--- config.mk ---
export PLATFORM = sky130hd
export DESIGN_NAME = zbt_arbiter_flat
export DESIGN_NICKNAME = d
export VERILOG_FILES = /design/src/rtl/zbt_arbiter_if.sv /design/src/rtl/zbt_arbiter.sv /design/src/flat_wrapper.sv
export SDC_FILE = /design/constraint.sdc
export NUM_CORES = 1
export LEC_CHECK = 0
export CAP_MARGIN = 20
export CORE_UTILIZATION = 55
export CTS_CLUSTER_DIAMETER = 120
export DETAILED_ROUTE_END_ITERATION = 7
export PLACE_DENSITY = 0.83
export RECOVER_POWER = 100
export SLEW_MARGIN = 5
export SYNTH_ARGS = -nofsm -noshare
export SYNTH_HDL_FRONTEND = slang
export SYNTH_SLANG_ARGS = --single-unit
--- constraint.sdc ---
create_clock -name clock -period 8.9 [get_ports clock]
set_input_delay 0.89 -clock clock [delete_from_list [all_inputs] [get_ports clock]]
set_output_delay 0.89 -clock clock [all_outputs]
set_load 0.02 [all_outputs]
--- src/rtl/zbt_arbiter_if.sv ---
// zbt_arbiter_if: requester, write-queue and ZBT memory signals of the arbiter
interface zbt_arbiter_if #(
    parameter int ADDR_W   = 19,
    parameter int DATA_W   = 36,
    parameter int WF_DEPTH = 4
);
    localparam int LW = $clog2(WF_DEPTH) + 1;
    logic              rd_req;
    logic [ADDR_W-1:0] rd_addr;
    logic              rd_gnt;
    logic [DATA_W-1:0] rd_data;
    logic              rd_valid;
    logic              wr_req;
    logic [ADDR_W-1:0] wr_addr;
    logic [DATA_W-1:0] wr_data;
    logic              wr_ready;
    logic [LW-1:0]     wr_level;
    logic [ADDR_W-1:0] mem_addr;
    logic              mem_we;
    logic [DATA_W-1:0] mem_wdata;
    logic [DATA_W-1:0] mem_rdata;
    modport slave (
        input  rd_req, rd_addr, wr_req, wr_addr, wr_data, mem_rdata,
        output rd_gnt, rd_data, rd_valid, wr_ready, wr_level, mem_addr, mem_we, mem_wdata
    );
    modport master (
        output rd_req, rd_addr, wr_req, wr_addr, wr_data, mem_rdata,
        input  rd_gnt, rd_data, rd_valid, wr_ready, wr_level, mem_addr, mem_we, mem_wdata
    );
endinterface

--- src/rtl/zbt_arbiter.sv ---
// zbt_arbiter: single-port ZBT arbiter, read priority with a posted-write FIFO
module zbt_arbiter #(
    parameter int ADDR_W   = 19,
    parameter int DATA_W   = 36,
    parameter int RD_LAT   = 2,
    parameter int WF_DEPTH = 4
) (
    input logic clock,
    input logic reset,
    zbt_arbiter_if.slave bus
);
    localparam int PW = $clog2(WF_DEPTH);
    localparam int LW = PW + 1;
    typedef enum logic [1:0] {IDLE, READ, DRAIN, FORCE_WR} slot_t;
    logic [ADDR_W-1:0] fa [WF_DEPTH];
    logic [DATA_W-1:0] fd [WF_DEPTH];
    logic [PW-1:0]     wp, rp;
    logic [LW-1:0]     level;
    logic [ADDR_W-1:0] mem_addr;
    logic [DATA_W-1:0] mem_wdata, rd_data;
    logic              mem_we, rd_valid;
    logic [RD_LAT:0]   vld;
    logic              full, rd_gnt, wr_ready, push, pop;
    slot_t             slot;
    always_comb begin
        full     = level == LW'(WF_DEPTH);
        rd_gnt   = !reset && bus.rd_req && !full;
        wr_ready = !reset && !full;
        push     = bus.wr_req && wr_ready;
        slot     = full ? FORCE_WR : bus.rd_req ? READ : (level != '0) ? DRAIN : IDLE;
        pop      = !reset && (slot == FORCE_WR || slot == DRAIN);
    end
    // FIFO storage needs no reset; occupancy and pointers define validity
    always_ff @(posedge clock) begin
        if (push) begin
            fa[wp] <= bus.wr_addr;
            fd[wp] <= bus.wr_data;
        end
    end
    always_ff @(posedge clock or posedge reset) begin
        if (reset) begin
            wp        <= '0;
            rp        <= '0;
            level     <= '0;
            mem_addr  <= '0;
            mem_we    <= 1'b0;
            mem_wdata <= '0;
            vld       <= '0;
            rd_valid  <= 1'b0;
            rd_data   <= '0;
        end else begin
            if (push) wp <= wp + 1'b1;
            if (pop) rp <= rp + 1'b1;
            level  <= level + LW'(push) - LW'(pop);
            mem_we <= pop;
            if (pop) begin
                mem_addr  <= fa[rp];
                mem_wdata <= fd[rp];
            end else if (rd_gnt) begin
                mem_addr <= bus.rd_addr;
            end
            // valid bit reaches the top RD_LAT edges after issue; data is sampled one edge later
            vld      <= {vld[RD_LAT-1:0], rd_gnt};
            rd_valid <= vld[RD_LAT];
            if (vld[RD_LAT]) rd_data <= bus.mem_rdata;
        end
    end
    assign bus.rd_gnt    = rd_gnt;
    assign bus.wr_ready  = wr_ready;
    assign bus.wr_level  = level;
    assign bus.mem_addr  = mem_addr;
    assign bus.mem_we    = mem_we;
    assign bus.mem_wdata = mem_wdata;
    assign bus.rd_data   = rd_data;
    assign bus.rd_valid  = rd_valid;
endmodule

--- src/flat_wrapper.sv ---
// flat-port wrapper written by rule: the top's interface ports become plain ports
module zbt_arbiter_flat 
#(
    parameter int ADDR_W   = 19,
    parameter int DATA_W   = 36,
    parameter int RD_LAT   = 2,
    parameter int WF_DEPTH = 4
)
  (clock, reset, bus_rd_req, bus_rd_addr, bus_wr_req, bus_wr_addr, bus_wr_data, bus_mem_rdata, bus_rd_gnt, bus_rd_data, bus_rd_valid, bus_wr_ready, bus_wr_level, bus_mem_addr, bus_mem_we, bus_mem_wdata);
  zbt_arbiter_if #(.ADDR_W(ADDR_W), .DATA_W(DATA_W), .WF_DEPTH(WF_DEPTH)) bus_i ();
  input logic clock;
  input logic reset;
  input wire logic [$bits(bus_i.rd_req)-1:0] bus_rd_req;
  input wire logic [$bits(bus_i.rd_addr)-1:0] bus_rd_addr;
  input wire logic [$bits(bus_i.wr_req)-1:0] bus_wr_req;
  input wire logic [$bits(bus_i.wr_addr)-1:0] bus_wr_addr;
  input wire logic [$bits(bus_i.wr_data)-1:0] bus_wr_data;
  input wire logic [$bits(bus_i.mem_rdata)-1:0] bus_mem_rdata;
  output wire logic [$bits(bus_i.rd_gnt)-1:0] bus_rd_gnt;
  output wire logic [$bits(bus_i.rd_data)-1:0] bus_rd_data;
  output wire logic [$bits(bus_i.rd_valid)-1:0] bus_rd_valid;
  output wire logic [$bits(bus_i.wr_ready)-1:0] bus_wr_ready;
  output wire logic [$bits(bus_i.wr_level)-1:0] bus_wr_level;
  output wire logic [$bits(bus_i.mem_addr)-1:0] bus_mem_addr;
  output wire logic [$bits(bus_i.mem_we)-1:0] bus_mem_we;
  output wire logic [$bits(bus_i.mem_wdata)-1:0] bus_mem_wdata;
  assign bus_i.rd_req = bus_rd_req;
  assign bus_i.rd_addr = bus_rd_addr;
  assign bus_i.wr_req = bus_wr_req;
  assign bus_i.wr_addr = bus_wr_addr;
  assign bus_i.wr_data = bus_wr_data;
  assign bus_i.mem_rdata = bus_mem_rdata;
  assign bus_rd_gnt = bus_i.rd_gnt;
  assign bus_rd_data = bus_i.rd_data;
  assign bus_rd_valid = bus_i.rd_valid;
  assign bus_wr_ready = bus_i.wr_ready;
  assign bus_wr_level = bus_i.wr_level;
  assign bus_mem_addr = bus_i.mem_addr;
  assign bus_mem_we = bus_i.mem_we;
  assign bus_mem_wdata = bus_i.mem_wdata;
  zbt_arbiter #(.ADDR_W(ADDR_W), .DATA_W(DATA_W), .RD_LAT(RD_LAT), .WF_DEPTH(WF_DEPTH)) u_core (.clock(clock), .reset(reset), .bus(bus_i));
endmodule
==> results of run 1 <==
-- flip-flops by register name (all words and copies together), names as in the netlist, 3 cells and up --
register,count
u_core.fd,144
u_core.fa,76
u_core.bus.mem_wdata,36
u_core.bus.rd_data,36
u_core.bus.mem_addr,19
u_core.bus.wr_level,3
u_core.vld,3
-- worst paths after layout --
| check | to | slack, ns | depth (start not counted) |
|---|---|---|---|
| max in group asynchronous | u_core.bus.mem_addr[7] | 6.06 | 4 |
| min in group asynchronous | u_core.vld[1] | 1.30 | 2 |
| min reg2reg | u_core.vld[1] | 0.35 | 0 |
| min | u_core.vld[1] | 0.35 | 0 |
| max | u_core.fd[3][34] | 4.16 | 5 |
| max reg2reg | u_core.bus.wr_level[2] | 4.54 | 10 |
-- power by group through the flow --
stage | logic, mW | clock network [mW] | registers [mW]
after floorplan | 0.782 | 0 | 2.34
after global placement | 1.55 | 0 | 2.18
after detailed placement | 1.65 | 0 | 2.15
after CTS | 1.66 | 1.30 | 2.13
after global routing | 1.67 | 1.35 | 2.16
final | 1.56 | 1.27 | 2.12
-- final cells by class --
| type | instances | area [um^2] | share of cell area, % |
|---|---|---|---|
| Timing Repair Buffer | 222 | 2210 | 14.2 |
| Tap cell | 275 | 344 | 2.22 |
| Clock inverter | 18 | 138 | 0.887 |
| Antenna cell | 5 | 12.5 | 0.0807 |
| Inverter | 7 | 27.5 | 0.177 |
| Sequential cell | 323 | 9190 | 59.2 |
| Multi-Input combinational cell | 233 | 2710 | 17.5 |
| Clock buffer | 40 | 878 | 5.66 |
-- layer usage --
layer	vias to the layer above	track usage [%]	wire length, um
met5	-	0	10
met1	3172	27.9	9440
li1	2827	-	-
met3	35	5.03	1900
met4	2	4.19	364
met2	248	37.5	12100
-- stage by stage --
| step | cell area (um^2) | hold WS (ns) | std cells |
|---|---|---|---|
| 6_report | 15500 | 0.351 | 1123 |
| 5_1_grt | 15500 | 0.357 | 1118 |
| 4_1_cts | 15500 | 0.353 | 1117 |
| 3_5_place_dp | 14500 | 0.347 | 1059 |
| 3_3_place_gp | 14500 | 0.341 | 1058 |
| 2_1_floorplan | 12100 | 0.331 | 597 |
-- Yosys cell counts --
master	number	area share [%]
edfxtp_1	220	55
dfrtp_1	103	21
mux2_2	73	6.8
mux4_2	55	10
a21oi_1	21	0.87
o21ai_0	20	0.83
a31oi_1	19	0.98
nand3_1	19	0.79
clkbuf_1	14	0.43
buf_2	11	0.45
inv_1	7	0.22
and2_1	6	0.31
ha_1	6	0.62
buf_6	5	0.46
buf_4	4	0.25
xnor2_1	4	0.29
fa_1	1	0.17
nand2b_1	1	0.052
nand4_1	1	0.052
nor2_1	1	0.031
nor3_1	1	0.041
nor3_2	1	0.083
o21a_1	1	0.062
or3_1	1	0.052
or4_1	1	0.062
xor2_1	1	0.072
-- kinds of logic after synthesis --
| group | after synthesis | synth area share [%] |
|---|---|---|
| flip-flops | 323 | 75.8 |
| multiplexers | 128 | 17.0 |
| AO/OA/AOI/OAI | 61 | 2.74 |
| buffers and inverters | 41 | 1.82 |
| AND/OR/NAND/NOR | 32 | 1.47 |
| adder cells (fa/ha/maj) | 7 | 0.785 |
| XOR/XNOR | 5 | 0.362 |
-- worst max-delay path, stage by stage --
cell and delay (ns):
dlygate4sd3_1 0.61, nand2b_1 0.17, a21oi_1 0.42, and2_2 0.23, clkbuf_1 2.44
==> out/results.md, run 1 <==
| Item | Value |
|---|---|
| Endpoint kind of the worst setup timing path | register |
| Global-route wire length before repair | 36200 um |
| Power share of the sequential group | 42.9% |
| Number of instances in the synthesized netlist | 597 |
| Floorplan Core Area | 0.0213 mm^2 |
| Critical-path maximum fanout | 55 |
| Post-CTS Hold Fix Bufs | 0 |
| Sw power | 1.49 mW |
| Total via count after detailed routing | 6284 |
| Number of buffers inserted to repair setup after CTS | 0 |
| DP Worst Slack | 5.09 ns |
| Max Freq | 211 MHz |
| Net count after synthesis | 718 |
| Start of the worst register-to-register path | u_core.bus.wr_level[1] |
| Clock-pin transition on the worst setup and hold timing paths | 0.06 ns |
| Ports placed on the boundary | 212 |
| Class of the tightest hold or removal check | reg -> reg |
| Number of CTS-inserted buffers | 31 |
| Die Span Y | 150 um |
| Total Routing Usage GR | 21.5% |
| Worst setup slack after layout | 4.16 ns |
| Length of the first detailed-routing pass in iterations | 4 |
| Unrepaired setup endpoints after global routing | false |
| Number of nets in the final layout | 939 |
| Synth Warn # | 0 |
| Horizontal die dimension | 150 um |
| Worst Setup SP | reset |
| Pint | 3.46 mW |
| Hold Crit Start | u_core.vld[0] |
| Seq/Total Area, Yosys | 75.8% |
| Final WL | 23800 um |
| Setup TNS Final | 0 ns |
| Finished Core Util | 72.9% |
| PD cells | 319 mW/mm^2 |
| Post-CTS Resized | 0 |
| Worst relative slew slack | -133% |
| Number of placement rows | 53 |
| Most common cell after layout, fill and taps aside | edfxtp_1 |
| HPWL Detailed | 15400 um |
| Average routed wire per standard cell | 21.2 um |
| H-Tree Level Count | 1 |
| Sum of overflow across all layers after global routing | 0 |
| Worst voltage drop across the vdd grid | 219 uV |
| Worst EP required | 8.98 ns |
| Syn_area_per_cell | 20.3 um^2 |
| Flop and latch count out of synthesis | 323 |
| Vias per Instance | 5.60 |
| Count of buffers from port buffering | 211 |
| 1st-iter DRT viols | 309 |
| Worst clock skew on the final layout | 0.0101 ns |
| Clock net sink count | 323 |
| Number of max-slew violations in the final report | 339 |
| Total die area | 0.0226 mm^2 |
| Period Utilization, post-route | 53.2% |
| Worst skew pair latency | 0.55 ns |
| CTS Root Buffer Type | clkbuf_16 |
| Violated checks | max-capacitance violations, max-slew violations |
| Antenna violations before repair | 6 |
| Starting Density | 56.9% |
| Commonest cells after routing, fill and taps aside | 220 x edfxtp_1, 155 x dlygate4sd3_1, 101 x dfrtp_1, 71 x mux2_2, 56 x clkdlybuf4s50_1 |
| Maximum count of clock buffers along a single path | 3 |
| Filler Cell Count | 1261 |
| Vias in the first global route | 6436 |
| TritonCTS clock tree | built |
| Nature of the critical path startpoint | input port |
| Sw Ratio | 30.1% |
| Number of routed nets with antenna violations | 0 |
| Count of unique library cells instantiated by Yosys | 26 |
| Slew @ Worst Pin | 3.50 ns |
| Total standard cell area after synthesis | 0.0121 mm^2 |
| Fraction of power consumed by combinational cells | 31.5% |
| Post-route DRC violation count | 0 |
| Status | finished with violations |
| Maximum number of pins on one net before global-route repair | 90 |
| Post-layout minimum cycle time | 4.74 ns |
| Leakage power summed over all cells | 5.49 nW |
| Count of endpoints failing hold in the final timing report | 0 |
| Arrival @ worst endpoint | 4.82 ns |
| # Max-Cap Violations | 7 |
| Fraction of final layout cells with drive strength greater than 1 | 23.0% |
| Crit Path Class | in -> reg |
| Clock share of power | 25.6% |
| Area delta synth->final | 28.1% |
| Setup-failing EPs final | 0 |
| Power, Total | 4.94 mW |
| RePlAce Congestion | 0.781 |
(Power assumes the default switching activity.)
==> inputs of run 2 (changes only) <==
- CORE_UTILIZATION: 55 -> 53
- PLACE_DENSITY: 0.83 -> 0.8
- clock period: 8.9 -> 4.9 ns (I/O delays scaled with it)
==> out/results.md, run 2 (same netlist as run 1, synthesis figures left out) <==
| Item | Value | vs previous |
|---|---|---|
| Status | finished with violations | unchanged |
| Violated checks | max-capacitance violations, max-slew violations | unchanged |
| Number of routed nets with antenna violations | 0 | unchanged |
| Die Span Y | 153 um | was 150 um |
| Total Routing Usage GR | 21.2% | was 21.5% |
| Setup TNS Final | 0 ns | unchanged |
| Crit Path Class | in -> reg | unchanged |
| Final WL | 24600 um | was 23800 um |
| Most common cell after layout, fill and taps aside | edfxtp_1 | unchanged |
| CTS Root Buffer Type | clkbuf_16 | unchanged |
| Power, Total | 9.03 mW | was 4.94 mW |
| Vias in the first global route | 6675 | was 6436 |
| Number of nets in the final layout | 942 | was 939 |
| Area of placed instances | 0.0145 mm^2 | about the same |
| Met3 track utilization from global routing | 4.88% | was 5.03% |
| Largest incremental delay on the critical path | 1.46 ns | was 2.44 ns |
| Most used routing layer | met2 | unchanged |
| Slew @ Worst Pin | 2.38 ns | was 3.50 ns |
| Largest Register | u_core.fd | unchanged |
| PD cells | 581 mW/mm^2 | was 319 mW/mm^2 |
| # Max-Cap Violations | 5 | was 7 |
| Maximum count of clock buffers along a single path | 3 | unchanged |
| Total die area | 0.0235 mm^2 | was 0.0226 mm^2 |
| Area delta synth->final | 28.3% | was 28.1% |
| Length of the first detailed-routing pass in iterations | 4 | unchanged |
| Leakage power summed over all cells | 5.50 nW | was 5.49 nW |
| Horizontal die dimension | 153 um | was 150 um |
| Worst slack on hold paths | 0.354 ns | was 0.351 ns |
| 1st-iter DRT viols | 328 | was 309 |
| Ports placed on the boundary | 212 | unchanged |
| Post-CTS Hold Fix Bufs | 0 | unchanged |
| Number of max-slew violations in the final report | 185 | was 339 |
| Global-route met1 utilization | 26.9% | was 27.9% |
| Clock-pin transition on the worst setup and hold timing paths | 0.06 ns | about the same |
| Slowest-stage cell, CP | and2_0 | was clkbuf_1 |
| DP Worst Slack | 1.66 ns | was 5.09 ns |
| Placed insts | 1067 | was 1059 |
| Clock net sink count | 323 | unchanged |
| RePlAce Congestion | 0.806 | was 0.781 |
| Post-CTS Resized | 0 | unchanged |
| Count of buffers from port buffering | 211 | unchanged |
| HPWL Detailed | 16200 um | was 15400 um |
| TritonCTS clock tree | built | unchanged |
| Largest register FFs | 144 | unchanged |
| Nature of the critical path startpoint | input port | unchanged |
| Number of placement rows | 54 | was 53 |
| Period Utilization, post-route | 72.0% |  |
| Finished Core Util | 70.3% | was 72.9% |
| Global-route wire length before repair | 37900 um | was 36200 um |
| Average routed wire per standard cell | 21.7 um | was 21.2 um |
| Filler Cell Count | 1354 | was 1261 |
| Count of endpoints failing hold in the final timing report | 0 | unchanged |
| Max Freq | 284 MHz |  |
| Final Instance Area | 0.0155 mm^2 | about the same |
| Largest registers in the final layout | u_core.fd (144), u_core.fa (76) | unchanged |
| Number of CTS-inserted buffers | 31 | unchanged |
| Unrepaired setup endpoints after global routing | false | unchanged |
| Non-filler instance count after layout | 1131 | was 1123 |
| Setup-failing EPs final | 0 | unchanged |
| H-Tree Level Count | 1 | unchanged |
| Fraction of final layout cells with drive strength greater than 1 | 23.5% | was 23.0% |
| Number of buffers inserted to repair setup after CTS | 0 | unchanged |
| Vias per Instance | 5.62 | was 5.60 |
| Maximum number of pins on one net before global-route repair | 75 | was 90 |
| Worst clock skew on the final layout | 0.0139 ns | was 0.0101 ns |
| Cells traversed along the worst timing path | dlygate4sd3_1 -> nand2b_1 -> a21oi_1 -> and2_0 -> buf_4 | was dlygate4sd3_1 -> nand2b_1 -> a21oi_1 -> and2_2 -> clkbuf_1 |
| Total via count after detailed routing | 6355 | was 6284 |
| Post-route DRC violation count | 0 | unchanged |
| Worst EP required | 5.12 ns | was 8.98 ns |
| Class of the tightest hold or removal check | reg -> reg | unchanged |
| Starting Density | 54.8% | was 56.9% |
| Sum of overflow across all layers after global routing | 0 | unchanged |
| Antenna violations before repair | 8 | was 6 |
| Met2 GRT Util | 37.5% | about the same |
| Worst relative slew slack | -58.9% | was -133% |
| Post-layout minimum cycle time | 3.53 ns |  |
| Arrival @ worst endpoint | 3.75 ns | was 4.82 ns |
| Commonest cells after routing, fill and taps aside | 220 x edfxtp_1, 154 x dlygate4sd3_1, 101 x dfrtp_1, 73 x mux2_2, 57 x clkdlybuf4s50_1 | was 220 x edfxtp_1, 155 x dlygate4sd3_1, 101 x dfrtp_1, 71 x mux2_2, 56 x clkdlybuf4s50_1 |
| Worst setup slack after layout | 1.37 ns | was 4.16 ns |
| Worst voltage drop across the vdd grid | 316 uV | was 219 uV |
| Endpoint kind of the worst setup timing path | register | unchanged |
| Floorplan Core Area | 0.0221 mm^2 | was 0.0213 mm^2 |
| Worst skew pair latency | 0.55 ns | about the same |
| Critical-path maximum fanout | 25 | was 55 |
## run 2: path summary, 6_finish.rpt
check	from	to	slack, ns	cells after the start
hold / removal	u_core.vld[0]	u_core.vld[1]	0.35	0
setup / recovery	reset	u_core.fa[0][6]	1.37	5
hold reg to reg	u_core.vld[0]	u_core.vld[1]	0.35	0
min in group asynchronous	reset	u_core.bus.rd_data[18]	0.68	2
setup reg to reg	u_core.bus.wr_level[1]	u_core.bus.mem_wdata[29]	1.38	4
max in group asynchronous	reset	u_core.rp[0]	3.00	3
## run 2: layer usage
| metal | up-vias | wire (um) | part of all wire, % |
|---|---|---|---|
| met3 | 39 | 1900 | 7.7 |
| met2 | 270 | 12600 | 51 |
| met5 | - | 13 | 0.053 |
| met1 | 3219 | 9650 | 39 |
| met4 | 2 | 385 | 1.6 |
| li1 | 2825 | - | - |
## run 2: worst max-delay path: cells and delay by family
| kind | cells | cell delay (ns) |
|---|---|---|
| buffers and inverters | 2 | 1.15 |
| and+or+nand+nor | 2 | 1.64 |
| AOI/OAI and AO/OA | 1 | 0.44 |
## run 2: layout make-up
cell class | instances | area (um^2) | area share (%)
Clock inverter | 21 | 198 | 1.27
Multi-Input combinational cell | 233 | 2720 | 17.5
Tap cell | 280 | 350 | 2.25
Clock buffer | 37 | 818 | 5.27
Inverter | 7 | 28.8 | 0.185
Timing Repair Buffer | 225 | 2220 | 14.3
Antenna cell | 5 | 12.5 | 0.0805
Sequential cell | 323 | 9190 | 59.1
## run 2: power by group
part	total (mW)	leakage, nW	internal (mW)	switching (mW)
Sequential	3.82	3.20	3.53	0.294
Clock	2.32	0.492	1.35	0.970
Combinational	2.88	1.81	1.42	1.47
==> inputs of run 3 (changes only) <==
- clock period: 4.9 -> 3.7 ns (I/O delays scaled with it)
==> out/results.md, run 3 (same netlist as run 1, synthesis figures left out) <==
| Item | Value | vs previous |
|---|---|---|
| Status | finished with violations | unchanged |
| Violated checks | max-capacitance violations, max-slew violations | unchanged |
| Length of the first detailed-routing pass in iterations | 5 | was 4 |
| Count of endpoints failing hold in the final timing report | 0 | unchanged |
| Class of the tightest hold or removal check | reg -> reg | unchanged |
| Max Freq | 333 MHz |  |
| Maximum count of clock buffers along a single path | 3 | unchanged |
| Nature of the critical path startpoint | register | was input port |
| Average routed wire per standard cell | 22.0 um | was 21.7 um |
| Ports placed on the boundary | 212 | unchanged |
| Post-route DRC violation count | 0 | unchanged |
| Crit Path Class | reg -> reg | was in -> reg |
| Maximum number of pins on one net before global-route repair | 56 | was 75 |
| Global-route wire length before repair | 38900 um | was 37900 um |
| Critical-path maximum fanout | 55 | was 25 |
| Final WL | 24800 um | was 24600 um |
| Horizontal die dimension | 153 um | unchanged |
| Post-layout minimum cycle time | 3.01 ns |  |
| Worst setup slack after layout | 0.693 ns | was 1.37 ns |
| Leakage power summed over all cells | 5.51 nW | was 5.50 nW |
| Number of buffers inserted to repair setup after CTS | 0 | unchanged |
| Count of buffers from port buffering | 211 | unchanged |
| Fraction of final layout cells with drive strength greater than 1 | 22.8% | was 23.5% |
| # Max-Cap Violations | 6 | was 5 |
| Period Utilization, post-route | 81.3% |  |
| Cells traversed along the worst timing path | nor2_1 -> a21oi_1 -> and2_2 -> clkbuf_2 | was dlygate4sd3_1 -> nand2b_1 -> a21oi_1 -> and2_0 -> buf_4 |
| Largest incremental delay on the critical path | 1.21 ns | was 1.46 ns |
| 1st-iter DRT viols | 337 | was 328 |
| Worst relative slew slack | -25.4% | was -58.9% |
| Filler Cell Count | 1389 | was 1354 |
| Largest Register | u_core.fd | unchanged |
| Post-CTS Hold Fix Bufs | 0 | unchanged |
| Most common cell after layout, fill and taps aside | edfxtp_1 | unchanged |
| Worst voltage drop across the vdd grid | 570 uV | was 316 uV |
| Slowest-stage cell, CP | clkbuf_2 | was and2_0 |
| Number of routed nets with antenna violations | 0 | unchanged |
| Post-CTS Resized | 0 | unchanged |
| Largest register FFs | 144 | unchanged |
| Worst EP required | 3.83 ns | was 5.12 ns |
| Setup-failing EPs final | 0 | unchanged |
| Vias per Instance | 5.64 | was 5.62 |
| Sum of overflow across all layers after global routing | 0 | unchanged |
| Largest registers in the final layout | u_core.fd (144), u_core.fa (76) | unchanged |
| Arrival @ worst endpoint | 3.14 ns | was 3.75 ns |
| Total Routing Usage GR | 21.7% | was 21.2% |
| DP Worst Slack | 0.983 ns | was 1.66 ns |
| Commonest cells after routing, fill and taps aside | 220 x edfxtp_1, 154 x dlygate4sd3_1, 101 x dfrtp_1, 72 x mux2_2, 57 x clkdlybuf4s50_1 | was 220 x edfxtp_1, 154 x dlygate4sd3_1, 101 x dfrtp_1, 73 x mux2_2, 57 x clkdlybuf4s50_1 |
| Worst skew pair latency | 0.55 ns | about the same |
| Number of nets in the final layout | 942 | unchanged |
| Setup TNS Final | 0 ns | unchanged |
| TritonCTS clock tree | built | unchanged |
| Slew @ Worst Pin | 1.88 ns | was 2.38 ns |
| Antenna violations before repair | 4 | was 8 |
| Die Span Y | 153 um | unchanged |
| Number of CTS-inserted buffers | 31 | unchanged |
| PD cells | 773 mW/mm^2 | was 581 mW/mm^2 |
| RePlAce Congestion | 0.828 | was 0.806 |
| Number of max-slew violations in the final report | 295 | was 185 |
| Worst clock skew on the final layout | 0.0147 ns | was 0.0139 ns |
| Total die area | 0.0235 mm^2 | unchanged |
| CTS Root Buffer Type | clkbuf_16 | unchanged |
| Starting Density | 54.8% | unchanged |
| Area delta synth->final | 28.2% | was 28.3% |
| Endpoint kind of the worst setup timing path | register | unchanged |
| H-Tree Level Count | 1 | unchanged |
| Floorplan Core Area | 0.0221 mm^2 | unchanged |
| Finished Core Util | 70.3% | about the same |
| Number of placement rows | 54 | unchanged |
| Total via count after detailed routing | 6367 | was 6355 |
| HPWL Detailed | 16200 um | about the same |
| Clock net sink count | 323 | unchanged |
| Unrepaired setup endpoints after global routing | false | unchanged |
| Vias in the first global route | 6860 | was 6675 |
| Clock-pin transition on the worst setup and hold timing paths | 0.06 ns | about the same |
[run 3: cell types whose count changed in the layout (fill, tap and decap cells not counted), sizes merged]
| cell | delta |
|---|---|
| buf | -3 |
| bufinv | +1 |
| clkbuf | +10 |
| clkinv | -2 |
| clkinvlp | -5 |
| diode | -2 |
| inv | -2 |
[run 3: worst paths after layout]
check / startpoint / to / slack [ns] / depth (start not counted)
min: u_core.vld[0] / u_core.vld[1] / 0.35 / 0
min in group asynchronous: reset / u_core.vld[1] / 0.38 / 2
max in group asynchronous: reset / u_core.bus.mem_wdata[22] / 1.34 / 3
max: u_core.bus.wr_level[1] / u_core.fd[3][22] / 0.69 / 4
max reg2reg: u_core.bus.wr_level[1] / u_core.fd[3][22] / 0.69 / 4
min reg2reg: u_core.vld[0] / u_core.vld[1] / 0.35 / 0
[run 3: metal layers]
metal  track usage, %  part of all wire, %  up-vias
li1                 -                    -     2822
met1             28.0                   40     3236
met4             5.00                  1.6        2
met2             37.7                   51      275
met3             4.88                  7.6       32
met5                0                0.069        -
[run 3: power by group]
part | switching [mW] | internal [mW] | total (mW) | leakage, nW
registers | 0.484 | 4.68 | 5.16 | 3.20
clock network | 1.24 | 1.91 | 3.15 | 0.513
logic | 1.84 | 1.85 | 3.69 | 1.80
total | 3.57 | 8.44 | 12.0 | 5.51
[run 3: critical path, delay by kind of cell (launching register included)]
| kind | cells | cell delay (ns) |
|---|---|---|
| simple gates | 2 | 0.36 |
| flops | 1 | 0.53 |
| compound gates | 1 | 0.47 |
| buf+inv | 1 | 1.21 |
[run 3: area by class of cell]
| cell class | instances | area (um^2) | area share [%] |
|---|---|---|---|
| flip-flops and latches | 323 | 9190 | 59.2 |
| multi-input cells | 233 | 2710 | 17.5 |
| repair buffers | 225 | 2210 | 14.2 |
| clock buffers | 44 | 872 | 5.62 |
| well taps | 280 | 350 | 2.26 |
| clock inverters | 13 | 161 | 1.04 |
| inverters | 7 | 27.5 | 0.177 |
| diodes | 3 | 7.51 | 0.0483 |
[run 3: metrics by stage]
step	total power [mW]	cells	hold WS, ns	instance area [um^2]
finish	12.0	1128	0.354	15500
global route	12.6	1125	0.361	15500
CTS	12.4	1125	0.231	15600
detailed placement	9.20	1068	0.354	14600
global placement	9.06	1068	0.338	14600
floorplan	7.50	597	0.331	12100
